File: config.mk
export PLATFORM = sky130hd
export DESIGN_NAME = dff_bank_arbiter_flat
export DESIGN_NICKNAME = d
export VERILOG_FILES = /design/src/rtl/dff_bank_arbiter_if.sv /design/src/rtl/dff_bank_arbiter.sv /design/src/flat_wrapper.sv
export SDC_FILE = /design/constraint.sdc
export NUM_CORES = 1
export LEC_CHECK = 0
export ABC_AREA = 1
export CAP_MARGIN = 20
export CORE_ASPECT_RATIO = 0.8
export CORE_MARGIN = 1
export CORE_UTILIZATION = 47
export DETAILED_ROUTE_END_ITERATION = 8
export GPL_TIMING_DRIVEN = 1
export MAX_ROUTING_LAYER = met4
export PLACE_DENSITY_LB_ADDON = 0.1
export SETUP_SLACK_MARGIN = 0.02
export SKIP_LAST_GASP = 1
export SLEW_MARGIN = 10
export SYNTH_ARGS = -nofsm -noshare
export SYNTH_HDL_FRONTEND = slang
export SYNTH_SLANG_ARGS = --single-unit
File: constraint.sdc
create_clock -name clk -period 3.2 [get_ports clk]
set_clock_uncertainty 0.05 [all_clocks]
set_input_delay 0.64 -clock clk [delete_from_list [all_inputs] [get_ports clk]]
set_output_delay 0.64 -clock clk [all_outputs]
set_load 0.01 [all_outputs]
File: src/rtl/dff_bank_arbiter_if.sv
// Requester-side bus of the shared storage register: requests and data in,
// grant, owner and register contents out.
interface dff_bank_arbiter_if #(
  parameter int NREQ  = 4,
  parameter int WIDTH = 8
);
  localparam int IDW = $clog2(NREQ);

  logic [NREQ-1:0]       req;
  logic [NREQ*WIDTH-1:0] wdata;
  logic [NREQ-1:0]       gnt;
  logic [IDW-1:0]        owner;
  logic [WIDTH-1:0]      q;
  logic [WIDTH-1:0]      qbar;
  logic                  busy;
  logic                  upd;

  modport master (
    output req, wdata,
    input  gnt, owner, q, qbar, busy, upd
  );

  modport slave (
    input  req, wdata,
    output gnt, owner, q, qbar, busy, upd
  );
endinterface

File: src/rtl/dff_bank_arbiter.sv
// Round-robin arbiter sharing one WIDTH-bit D flip-flop register between NREQ
// requesters, with a settle window after every load.
module dff_bank_arbiter #(
  parameter int NREQ        = 4,
  parameter int WIDTH       = 8,
  parameter int HOLD_CYCLES = 2
) (
  input  logic               clk,
  input  logic               rst,
  dff_bank_arbiter_if.slave  bus
);
  localparam int IDW = $clog2(NREQ);
  localparam logic [7:0] HOLD_INIT = (HOLD_CYCLES > 0) ? 8'(HOLD_CYCLES - 1) : 8'd0;

  typedef enum logic [1:0] {ST_IDLE, ST_GRANT, ST_HOLD} state_t;

  state_t           state;
  logic [IDW-1:0]   rr_ptr;
  logic [IDW-1:0]   owner_r;
  logic [NREQ-1:0]  gnt_r;
  logic             upd_r;
  logic [7:0]       hold_cnt;
  logic [IDW-1:0]   winner;
  logic             found;
  logic [WIDTH-1:0] lane;
  logic [WIDTH-1:0] q_r;
  logic             load;

  // Rotating-priority scan: first set request at or above rr_ptr, wrapping.
  // NOTE: every variable gets a default at the top of always_comb so no path
  // leaves it unassigned and no latch is inferred.
  always_comb begin
    int             idx;
    logic [IDW-1:0] cand;
    winner = '0;
    found  = 1'b0;
    idx    = 0;
    cand   = '0;
    for (int i = 0; i < NREQ; i++) begin
      idx = int'(rr_ptr) + i;
      if (idx >= NREQ) idx = idx - NREQ;
      cand = IDW'(idx);
      if (!found && bus.req[cand]) begin
        found  = 1'b1;
        winner = cand;
      end
    end
  end

  assign lane = bus.wdata[int'(owner_r)*WIDTH +: WIDTH];
  assign load = (state == ST_GRANT);

  // NOTE: sequential state uses non-blocking assignments so every register
  // sees the pre-edge values of the others regardless of statement order.
  always_ff @(posedge clk) begin
    if (rst) begin
      state    <= ST_IDLE;
      rr_ptr   <= '0;
      owner_r  <= '0;
      gnt_r    <= '0;
      upd_r    <= 1'b0;
      hold_cnt <= '0;
    end else begin
      upd_r <= 1'b0;
      case (state)
        ST_IDLE: begin
          if (found) begin
            state          <= ST_GRANT;
            owner_r        <= winner;
            gnt_r          <= '0;
            gnt_r[winner]  <= 1'b1;
          end
        end
        ST_GRANT: begin
          gnt_r    <= '0;
          upd_r    <= 1'b1;
          rr_ptr   <= (owner_r == IDW'(NREQ - 1)) ? '0 : owner_r + 1'b1;
          hold_cnt <= HOLD_INIT;
          state    <= (HOLD_CYCLES > 0) ? ST_HOLD : ST_IDLE;
        end
        ST_HOLD: begin
          if (hold_cnt == 8'd0) state <= ST_IDLE;
          else                  hold_cnt <= hold_cnt - 1'b1;
        end
        default: state <= ST_IDLE;
      endcase
    end
  end

  // Storage register as one D flip-flop cell per bit; reset wins over a
  // pending load, which is how a mid-GRANT reset aborts the write.
  for (genvar b = 0; b < WIDTH; b++) begin : g_dff_cell
    always_ff @(posedge clk) begin
      if (rst)       q_r[b] <= 1'b0;
      else if (load) q_r[b] <= lane[b];
    end
  end

  assign bus.gnt   = gnt_r;
  assign bus.owner = owner_r;
  assign bus.q     = q_r;
  assign bus.qbar  = ~q_r;
  assign bus.busy  = (state != ST_IDLE);
  assign bus.upd   = upd_r;
endmodule

File: src/flat_wrapper.sv
// flat-port wrapper written by rule: the top's interface ports become plain ports
module dff_bank_arbiter_flat 
#(
  parameter int NREQ        = 4,
  parameter int WIDTH       = 8,
  parameter int HOLD_CYCLES = 2
)
  (clk, rst, bus_req, bus_wdata, bus_gnt, bus_owner, bus_q, bus_qbar, bus_busy, bus_upd);
  dff_bank_arbiter_if #(.NREQ(NREQ), .WIDTH(WIDTH)) bus_i ();
  input  logic clk;
  input  logic rst;
  input wire logic [$bits(bus_i.req)-1:0] bus_req;
  input wire logic [$bits(bus_i.wdata)-1:0] bus_wdata;
  output wire logic [$bits(bus_i.gnt)-1:0] bus_gnt;
  output wire logic [$bits(bus_i.owner)-1:0] bus_owner;
  output wire logic [$bits(bus_i.q)-1:0] bus_q;
  output wire logic [$bits(bus_i.qbar)-1:0] bus_qbar;
  output wire logic [$bits(bus_i.busy)-1:0] bus_busy;
  output wire logic [$bits(bus_i.upd)-1:0] bus_upd;
  assign bus_i.req = bus_req;
  assign bus_i.wdata = bus_wdata;
  assign bus_gnt = bus_i.gnt;
  assign bus_owner = bus_i.owner;
  assign bus_q = bus_i.q;
  assign bus_qbar = bus_i.qbar;
  assign bus_busy = bus_i.busy;
  assign bus_upd = bus_i.upd;
  dff_bank_arbiter #(.NREQ(NREQ), .WIDTH(WIDTH), .HOLD_CYCLES(HOLD_CYCLES)) u_core (.clk(clk), .rst(rst), .bus(bus_i));
endmodule
## After elaboration in Yosys (flattened, before gate mapping)

Index checks and enable logic that the tools add are counted.

- Register bits: 27
- Input port bits: 38
- Output and inout bits: 24
- Word-level logic and storage cells: 88

- Add/sub/neg operators: 9
- $lt $le $gt $ge: 10
- Equal/unequal tests: 6
- Shifts and indexed selects: 1
- Muxes and demuxes: 31
- Bitwise logic cells: 1
- Reductions and logical operators: 16

Operator list:

| cell | count |
|---|---|
| $shiftx 32x6->8 | 1 |
| $mux 2 | 11 |
| $pmux 8 s2 | 1 |
| $lt 2x3->1 const B | 5 |
| $mux 1 | 10 |
| $ge 3x3->1 const B | 3 |
| $bmux 1 s2 | 4 |
| $logic_not 8->1 | 1 |
| $mux 8 | 1 |
| $not 8->8 | 1 |
| $pmux 4 s2 | 1 |
| $reduce_and 2->1 | 4 |
| $sub 2x1->2 const B | 4 |
| $sub 8x1->8 const B | 1 |
| $add 2x2->3 const B | 2 |
| $pmux 2 s3 | 1 |
| $reduce_bool 2->1 | 3 |
| $eq 2x2->1 const B | 2 |
| $logic_and 1x1->1 | 4 |
| $mux 4 | 1 |
| $ne 2x1->1 const B | 2 |
| $add 2x1->3 const B | 1 |
| $ge 2x3->1 const B | 1 |
| $logic_not 1->1 | 3 |
| other kinds (6) | 6 |

## Depth between registers and ports, before layout

Gate-level depths: netlist of run 1.

- Depth in word-level cells: 20
- Mapped depth: 14

## Least setup slack after synthesis of run 1

OpenSTA, ideal clock, no wires.

- Path kind: input to register
- Start: input bus_req[3]
- End: register u_core.gnt_r[0], in the netlist u_core.bus.gnt[0]
- Setup time: 0.113 ns
- Arrival time: 1.484 ns
- Required time: 3.037 ns
- Setup slack: 1.553 ns
- Cell stages on the path: 12
- Path buffers: 0
- Path through: inv_1 -> nand2_1 -> nand3_1 -> nand2_1 -> nor2_4 -> nand3_2 -> nand2_4 -> inv_2 -> nand2_2 -> nor2_1 -> nor2_1 -> nor2_1

- Cells in the longest elaborated chain, start to end: 18
- Elaborated cells between the ends (all ways): 31
- Classes of those cells: order compare: 2; eq/ne: 1; mux: 20; reduce/logical: 8

RTL lines:

| element | RTL line | RTL |
|---|---|---|
| from (decl) | flat_wrapper.sv:12 | `input wire logic [$bits(bus_i.req)-1:0] bus_req;` |
| $bmux 1 s2 | dff_bank_arbiter.sv:43 | `if (!found && bus.req[cand]) begin` |
| $mux 1 (not written as such) | dff_bank_arbiter.sv:43 |  |
| $mux 1 | dff_bank_arbiter.sv:43 |  |
| $logic_not 1->1 | dff_bank_arbiter.sv:43 |  |
| $logic_and 1x1->1 | dff_bank_arbiter.sv:43 |  |
| $mux 1 | dff_bank_arbiter.sv:43 |  |
| $logic_not 1->1 | dff_bank_arbiter.sv:43 |  |
| $logic_and 1x1->1 | dff_bank_arbiter.sv:43 |  |
| [2 not listed] | n/a |  |
| $logic_and 1x1->1 | dff_bank_arbiter.sv:43 |  |
| $mux 2 | dff_bank_arbiter.sv:43 |  |
| $lt 2x3->1 (not written as such) / $ge 2x1->1 (equally long branches) | dff_bank_arbiter.sv:71 | `gnt_r[winner] <= 1'b1;` |
| $logic_and 1x1->1 (not written as such) | dff_bank_arbiter.sv:71 |  |
| $mux 1 (not written as such) | dff_bank_arbiter.sv:71 |  |
| $demux 1 s2 | n/a |  |
| $mux 4 | dff_bank_arbiter.sv:67 | `if (found) begin` |
| $pmux 4 s2 | dff_bank_arbiter.sv:65 | `case (state)` |
| to (signal assigned) | dff_bank_arbiter.sv:70 | `gnt_r <= '0;` |
| to (signal, indexed assignment) | dff_bank_arbiter.sv:71 |  |
| to (signal assigned) | dff_bank_arbiter.sv:75 | `gnt_r <= '0;` |
| to (decl) | dff_bank_arbiter.sv:20 | `logic [NREQ-1:0] gnt_r;` |

Parallel ways exist; a longest one is shown, timed or not. The select of a mux whose other input is x is not followed.
A chain may end at the register's enable or synchronous reset.

## Worst setup path in the final report of run 1

- Start: register u_core.owner_r[1], in the netlist u_core.bus.owner[1]
- End: output bus_owner[1]

RTL lines:

| element | RTL line | RTL |
|---|---|---|
| from (decl) | dff_bank_arbiter.sv:19 | `logic [IDW-1:0] owner_r;` |
| from (signal assigned) | dff_bank_arbiter.sv:69 | `owner_r <= winner;` |
| to (decl) | flat_wrapper.sv:15 | `output wire logic [$bits(bus_i.owner)-1:0] bus_owner;` |

No word-level cell between the ends.

==> results_tabular.tex, run 1 <==
\begin{tabular}{lr}
\hline
Metric & Value \\
\hline
\multicolumn{2}{l}{\textbf{Routing}} \\
Starting DRC count in detailed routing & 68 \\
Total wire length & 3865 um \\
Routed length per instance & 11.24 um \\
Vias per cell & 5.055 \\
Count of TritonRoute iterations in the first routing pass & 4 \\
Antenna-violating nets left & 0 \\
Drt drc & 0 \\
Vias after detailed routing & 1739 \\
\multicolumn{2}{l}{\textbf{Clock tree}} \\
Maximum clock insertion buffer count & 2 \\
Number of gates resized after cts & 0 \\
Number of buffers added for setup after CTS & 0 \\
Cts bufs inserted & 3 \\
\# clock sinks & 27 \\
Skew-Pair Late Insertion Delay & 0.28 ns \\
Worst-path clk slew & 0.09 ns \\
Clock Tree Root & sky130\_fd\_sc\_hd\_\_clkbuf\_8 \\
Depth of the CTS H-tree & 1 \\
TritonCTS clock tree & yes \\
Hold bufs inserted after CTS & 0 \\
\multicolumn{2}{l}{\textbf{Cells and area}} \\
Final net count & 346 \\
Layout area overhead & 42.48\% \\
Antenna diodes & 0 \\
Layout cell share with drive strength beyond 1 & 6.908\% \\
Filler Cell Count & 287 \\
Commonest non-fill, non-tap cells in the layout & 61 x sky130\_fd\_sc\_hd\_\_clkdlybuf4s50\_1, 52 x sky130\_fd\_sc\_hd\_\_nand2\_1, 34 x sky130\_fd\_sc\_hd\_\_inv\_1 \\
Register Area & 540.5 um\^{}2 \\
Area occupied by multi-input gates & 854.6 um\^{}2 \\
Most common library cell in the layout ignoring fill and taps & sky130\_fd\_sc\_hd\_\_clkdlybuf4s50\_1 \\
\multicolumn{2}{l}{\textbf{Floorplan}} \\
Die area & 3602 um\^{}2 \\
Die height & 53.89 um \\
Horizontal die dimension & 66.86 um \\
Core Area & 3153 um\^{}2 \\
Top-Level Pins & 62 \\
\# rows & 18 \\
Starting utilization of the core area & 50.16\% \\
\multicolumn{2}{l}{\textbf{Synth}} \\
Sequential fraction of the synthesis area & 34.18\% \\
Share of cell area taken by muxes after synthesis & 0\% \\
Combinational family with the most area after synthesis & simple AND/OR/NAND/NOR gates \\
Count of cell types in the netlist & 32 \\
Synth warn & 0 \\
Share of synthesized flip-flops with an asynchronous set or reset & 0\% \\
Complex-gate fraction of the synthesized area & 19.62\% \\
Post-synthesis cell area & 1582 um\^{}2 \\
Mean cell area of the mapped netlist & 6.429 um\^{}2 \\
Post-synthesis cell count & 246 \\
Most instantiated flip-flop cell in the synthesis netlist & sky130\_fd\_sc\_hd\_\_dfxtp\_1 \\
Xor and xnor fraction of the mapped netlist area & 0\% \\
Simple-Gate Fraction of Synth Area & 32.04\% \\
Synth Area in Adders & 2.373\% \\
Register bit total from synthesis & 27 \\
Synth Net Count & 287 \\
Number of enable-type register cells in the synthesized netlist & 0 \\
\multicolumn{2}{l}{\textbf{Pwr}} \\
PnR Total Power & 1.839 mW \\
Total power divided by cell area & 816.2 nW/um\^{}2 \\
Peak VDD IR & 0.4688 mV \\
Lkg Pwr & 0.9603 nW \\
\multicolumn{2}{l}{\textbf{Timing}} \\
Tightest Pin Transition & 0.6591 ns \\
Crit path time final & 2.147 ns \\
Achievable clock frequency & 465.9 MHz \\
Number of hold violations in the final report & 0 \\
Max-slew violation total from the final report & 0 \\
Setup TNS & 0 ns \\
Setup violators final & 0 \\
Final Hold Slack & 0.4406 ns \\
Setup repair after global routing missed its margin & no \\
Rel. slew slack & 55.90\% \\
Part of the cycle the worst path needs & 67.08\% \\
\multicolumn{2}{l}{\textbf{Critical path}} \\
CP max FO & 12 \\
Maximum cell stage delay along the critical path & 0.61 ns \\
R2r worst-path depth & 6 \\
Cell family with the largest share of critical-path delay & buffers and inverters \\
Chain of cells forming the critical path & clkdlybuf4s50\_1 \\
Critical path type & reg -> out \\
Required time worst endpoint & 2.51 ns \\
Number of logic stages on the critical path including buffering & 1 \\
Crit path capture type & output pin \\
Worst path buffer plus inverter count & 1 \\
Arrival time of the worst setup path & 1.46 ns \\
Slowest stage cell, crit path & sky130\_fd\_sc\_hd\_\_clkdlybuf4s50\_1 \\
Kind of start point of the critical path & register \\
\multicolumn{2}{l}{\textbf{Placement}} \\
DP Wirelength & 3000 um \\
Final estimated routing congestion in global placement & 0.8140 \\
IO Port Bufs & 61 \\
\multicolumn{2}{l}{\textbf{Global routing}} \\
Total global-route track usage & 24.68\% \\
Busiest metal layer after global routing & met2 \\
Number of antenna violations at the first check in global routing & 0 \\
Global-route met1 utilization & 29.50\% \\
Met3 track demand over resource & 6.780\% \\
Pin count of the biggest net entering global routing & 21 \\
Via count of the first global-routing pass & 1589 \\
Global route overflow & 0 \\
First-pass GRT wire length & 6534 um \\
Met2 capacity usage during global routing & 42.26\% \\
\multicolumn{2}{l}{\textbf{Hold path}} \\
Hold WC Path Type & reg -> reg \\
Worst Hold Depth & 2 \\
\multicolumn{2}{l}{\textbf{Job}} \\
Number of max-cap violations & 0 \\
\multicolumn{2}{l}{\textbf{Run status}} \\
Outcome & finished, final reports clean \\
\hline
\end{tabular}
==> final cells by class <==
class | count | area share [%]
clock buffers | 3 | 1.832
clock inverters | 1 | 0.2221
flip-flops and latches | 27 | 23.99
multi-input cells | 174 | 37.92
repair buffers | 62 | 27.43
inverters | 37 | 6.385
well taps | 40 | 2.221
==> kinds of logic (layout without fill, tap and decap cells) <==
logic type                 after synthesis  count (layout)
AOI/OAI and AO/OA                       56              56
and+or+nand+nor                        115             115
DFF                                     27              27
buffers and inverters                   45             103
adders and majority gates                3               3
==> registers in the layout, indices dropped and copies added (netlist names) <==
register	cells
u_core.bus.owner	2
u_core.bus.upd	1
u_core.hold_cnt	8
u_core.bus.q	8
u_core.rr_ptr	2
u_core.state	2
u_core.bus.gnt	4
==> metal layers <==
| metal | vias up | wire [um] |
|---|---|---|
| met2 | 54 | 1689 |
| met5 | - | 0 |
| met3 | 5 | 247 |
| li1 | 910 | - |
| met1 | 770 | 1902 |
| met4 | 0 | 26 |
==> through the flow <==
stage	utilization [%]	setup WS, ns	instances	instance area [um^2]
floorplan	-	1.553	246	1582
global placement	70.00	0.9231	340	2207
detailed placement	70.00	0.8415	340	2207
CTS	71.47	1.046	344	2253
global route	71.47	0.9848	344	2253
finish	71.47	1.053	344	2253
==> path summary, 6_finish.rpt <==
check	startpoint	to	slack (ns)
worst max register to register	u_core.state[0]$_SDFFE_PP0P_	u_core.rr_ptr[0]$_SDFFE_PP0P_	1.45
worst min-delay path	u_core.bus.gnt[3]$_SDFFE_PP0P_	u_core.bus.gnt[3]$_SDFFE_PP0P_	0.44
worst min register to register	u_core.bus.gnt[3]$_SDFFE_PP0P_	u_core.bus.gnt[3]$_SDFFE_PP0P_	0.44
worst max-delay path	u_core.bus.owner[1]$_SDFFE_PP0P_	bus_owner[1]	1.05
==> power by group <==
part | switching [mW] | internal (mW)
Clock | 0.106 | 0.0873
Sequential | 0.0886 | 0.448
Combinational | 0.640 | 0.470
==> synth_stat cells, types with 3 or more instances <==
cell type                  instances  area share [%]
sky130_fd_sc_hd__dfxtp_1          27              34
sky130_fd_sc_hd__nand3_1          14             4.4
sky130_fd_sc_hd__o21ai_0          30             9.5
sky130_fd_sc_hd__o22ai_1           8             3.2
sky130_fd_sc_hd__nand2_2           7             2.8
sky130_fd_sc_hd__clkbuf_1          4            0.95
sky130_fd_sc_hd__nor2_1           32             7.6
sky130_fd_sc_hd__nand2_1          52              12
sky130_fd_sc_hd__inv_1            34             8.1
sky130_fd_sc_hd__ha_1              3             2.4
sky130_fd_sc_hd__a21oi_1          11             3.5
(Power assumes the default switching activity.)
==> inputs of run 2 (changes only) <==
Settings changed: CORE_UTILIZATION 47 to 43.
Clock period 3.2 ns to 2.21 ns, I/O delays scaled along.
==> results_tabular.tex, run 2 (synthesis gave the netlist of run 1 again) <==
\begin{tabular}{lr}
\hline
Metric & Value \\
\hline
\multicolumn{2}{l}{\textbf{Pwr}} \\
Switching power of the nets & 1.200 mW (was 833.8 uW) \\
Lkg Pwr & 0.9757 nW (was 0.9603 nW) \\
Combinational power share & 61.2\% (was 60.3\%) \\
Total power divided by cell area & 1172 nW/um\^{}2 (was 816.2 nW/um\^{}2) \\
Flop pwr share & 28.5\% (was 29.2\%) \\
Internal power summed over all cells & 1.471 mW (was 1.005 mW) \\
Peak VDD IR & 0.5583 mV (was 0.4688 mV) \\
Net switching share of the total power & 44.92\% (was 45.34\%) \\
Clock Power Share & 10.3\% (was 10.5\%) \\
\multicolumn{2}{l}{\textbf{Timing}} \\
Rel. slew slack & 68.03\% (was 55.90\%) \\
Max-slew violation total from the final report & 0 (unchanged) \\
Tightest Pin Transition & 0.4774 ns (was 0.6591 ns) \\
Setup repair after global routing missed its margin & no (unchanged) \\
Setup violators final & 0 (unchanged) \\
Achievable clock frequency & 530.4 MHz \\
Number of hold violations in the final report & 0 (unchanged) \\
Part of the cycle the worst path needs & 85.31\% \\
Setup TNS & 0 ns (unchanged) \\
Crit path time final & 1.885 ns \\
\multicolumn{2}{l}{\textbf{Critical path}} \\
Crit path from & u\_core.state[1]\$\_SDFFE\_PP0P\_ (was u\_core.bus.owner[1]\$\_SDFFE\_PP0P\_) \\
Chain of cells forming the critical path & nor2\_1 > inv\_1 > clkdlybuf4s50\_1 (was clkdlybuf4s50\_1) \\
Slowest stage cell, crit path & sky130\_fd\_sc\_hd\_\_clkdlybuf4s50\_1 (unchanged) \\
Maximum cell stage delay along the critical path & 0.48 ns (was 0.61 ns) \\
Arrival time of the worst setup path & 1.39 ns (was 1.46 ns) \\
CP max FO & 4 (was 12) \\
Worst path buffer plus inverter count & 2 (was 1) \\
Kind of start point of the critical path & register (unchanged) \\
Required time worst endpoint & 1.72 ns (was 2.51 ns) \\
Critical path type & reg -> out (unchanged) \\
Crit path capture type & output pin (unchanged) \\
R2r worst-path depth & 11 (was 6) \\
Number of logic stages on the critical path including buffering & 3 (was 1) \\
Cell family with the largest share of critical-path delay & buffers and inverters (unchanged) \\
Crit Reg-Reg Startpoint & u\_core.rr\_ptr[0]\$\_SDFFE\_PP0P\_ (was u\_core.state[0]\$\_SDFFE\_PP0P\_) \\
\multicolumn{2}{l}{\textbf{Global routing}} \\
First-pass GRT wire length & 6748 um (was 6534 um) \\
Via count of the first global-routing pass & 1643 (was 1589) \\
Number of antenna violations at the first check in global routing & 0 (unchanged) \\
Total global-route track usage & 21.45\% (was 24.68\%) \\
Global route overflow & 0 (unchanged) \\
Pin count of the biggest net entering global routing & 20 (was 21) \\
\multicolumn{2}{l}{\textbf{Routing}} \\
Count of TritonRoute iterations in the first routing pass & 4 (unchanged) \\
Routed length per instance & 11.11 um (was 11.24 um) \\
Vias after detailed routing & 1759 (was 1739) \\
Starting DRC count in detailed routing & 92 (was 68) \\
Drt drc & 0 (unchanged) \\
Vias per cell & 5.040 (was 5.055) \\
Total wire length & 3876 um (was 3865 um) \\
Antenna-violating nets left & 0 (unchanged) \\
\multicolumn{2}{l}{\textbf{Clock tree}} \\
Maximum clock insertion buffer count & 2 (unchanged) \\
Worst-path clk slew & 0.09 ns (about the same) \\
Number of buffers added for setup after CTS & 0 (unchanged) \\
TritonCTS clock tree & yes (unchanged) \\
\# clock sinks & 27 (unchanged) \\
Skew-Pair Late Insertion Delay & 0.27 ns (was 0.28 ns) \\
Number of gates resized after cts & 0 (unchanged) \\
Hold bufs inserted after CTS & 0 (unchanged) \\
Depth of the CTS H-tree & 1 (unchanged) \\
Cts bufs inserted & 3 (unchanged) \\
Clock Tree Root & sky130\_fd\_sc\_hd\_\_clkbuf\_8 (unchanged) \\
\multicolumn{2}{l}{\textbf{Placement}} \\
Final estimated routing congestion in global placement & 0.8508 (was 0.8140) \\
DP Wirelength & 2973 um (was 3000 um) \\
IO Port Bufs & 61 (unchanged) \\
\multicolumn{2}{l}{\textbf{Floorplan}} \\
Horizontal die dimension & 69.81 um (was 66.86 um) \\
Die area & 3926 um\^{}2 (was 3602 um\^{}2) \\
Starting utilization of the core area & 45.57\% (was 50.16\%) \\
Top-Level Pins & 62 (unchanged) \\
Die height & 56.25 um (was 53.89 um) \\
\# rows & 19 (was 18) \\
Core Area & 3471 um\^{}2 (was 3153 um\^{}2) \\
\multicolumn{2}{l}{\textbf{Cells and area}} \\
Commonest non-fill, non-tap cells in the layout & 61 x sky130\_fd\_sc\_hd\_\_clkdlybuf4s50\_1, 52 x sky130\_fd\_sc\_hd\_\_nand2\_1, 34 x sky130\_fd\_sc\_hd\_\_inv\_1 (unchanged) \\
Filler Cell Count & 316 (was 287) \\
Layout area overhead & 44.07\% (was 42.48\%) \\
Antenna diodes & 0 (unchanged) \\
Most common library cell in the layout ignoring fill and taps & sky130\_fd\_sc\_hd\_\_clkdlybuf4s50\_1 (unchanged) \\
Layout cell share with drive strength beyond 1 & 7.818\% (was 6.908\%) \\
Final net count & 349 (was 346) \\
Post-layout utilization of the core & 65.65\% (was 71.47\%) \\
\multicolumn{2}{l}{\textbf{Hold path}} \\
Hold path start & u\_core.bus.gnt[2]\$\_SDFFE\_PP0P\_ (was u\_core.bus.gnt[3]\$\_SDFFE\_PP0P\_) \\
Hold WC Path Type & reg -> reg (unchanged) \\
Worst Hold Depth & 2 (unchanged) \\
\multicolumn{2}{l}{\textbf{Job}} \\
Number of max-cap violations & 0 (unchanged) \\
\multicolumn{2}{l}{\textbf{Run status}} \\
Outcome & finished, final reports clean (unchanged) \\
\hline
\end{tabular}
==> run 2: cell types whose count changed in the layout (fill, tap and decap cells not counted), sizes merged <==
| cell | previous run | this run |
|---|---|---|
| buf | 1 | 4 |
==> run 2: per-layer routing <==
metal	global-route usage [%]	share of wire [%]	vias up
li1	-	-	914
met1	25.67	45	767
met2	36.54	46	74
met3	5.254	8.0	4
met4	4.857	1.1	0
met5	-	0	-
==> run 2: power by group through the flow <==
stage	clock network [mW]	logic, mW	registers (mW)
detailed placement	0	1.62	0.769
CTS	0.283	1.63	0.762
floorplan	0	1.06	0.780
finish	0.276	1.63	0.761
global placement	0	1.60	0.774
global route	0.308	1.84	0.783
==> run 2: final timing paths <==
kind	slack (ns)	to
hold / removal	0.44	u_core.bus.gnt[2]$_SDFFE_PP0P_
setup / recovery	0.32	bus_busy
hold reg to reg	0.44	u_core.bus.gnt[2]$_SDFFE_PP0P_
setup reg to reg	0.48	u_core.bus.gnt[0]$_SDFFE_PP0P_
==> run 2: worst reg2reg max path: stages, from the launching register on <==
cell and delay (ns):
sky130_fd_sc_hd__dfxtp_1 0.57, sky130_fd_sc_hd__nand2_1 0.13, sky130_fd_sc_hd__nand3_1 0.12, sky130_fd_sc_hd__nand2_1 0.11
sky130_fd_sc_hd__nor2_4 0.15, sky130_fd_sc_hd__nand3_2 0.09, sky130_fd_sc_hd__nand2_4 0.11, sky130_fd_sc_hd__inv_2 0.06
sky130_fd_sc_hd__nand2_2 0.06, sky130_fd_sc_hd__nor2_1 0.04, sky130_fd_sc_hd__nor2_1 0.10, sky130_fd_sc_hd__nor2_1 0.05
==> run 2: area by class of cell <==
| class | instances | area (um^2) | share of cell area (%) |
|---|---|---|---|
| clock buffer | 3 | 41.29 | 1.812 |
| clock inverter | 1 | 5.005 | 0.2197 |
| inverter | 37 | 143.9 | 6.315 |
| multi-input combinational | 174 | 854.6 | 37.51 |
| sequential | 27 | 540.5 | 23.72 |
| tap | 42 | 52.55 | 2.306 |
| timing repair buffer | 65 | 640.6 | 28.12 |
==> run 2: through the flow <==
| stage | hold WS [ns] | cells | power, mW | instance area, um^2 | worst slack (ns) |
|---|---|---|---|---|---|
| after CTS | 0.4382 | 349 | 2.679 | 2278 | 0.3190 |
| after global routing | 0.4551 | 349 | 2.934 | 2278 | 0.2206 |
| final | 0.4376 | 349 | 2.671 | 2278 | 0.3246 |
| after global placement | 0.4256 | 345 | 2.378 | 2232 | 0.2371 |
| after floorplan | 0.4078 | 246 | 1.842 | 1582 | 0.7615 |
| after detailed placement | 0.4245 | 345 | 2.389 | 2232 | 0.1699 |
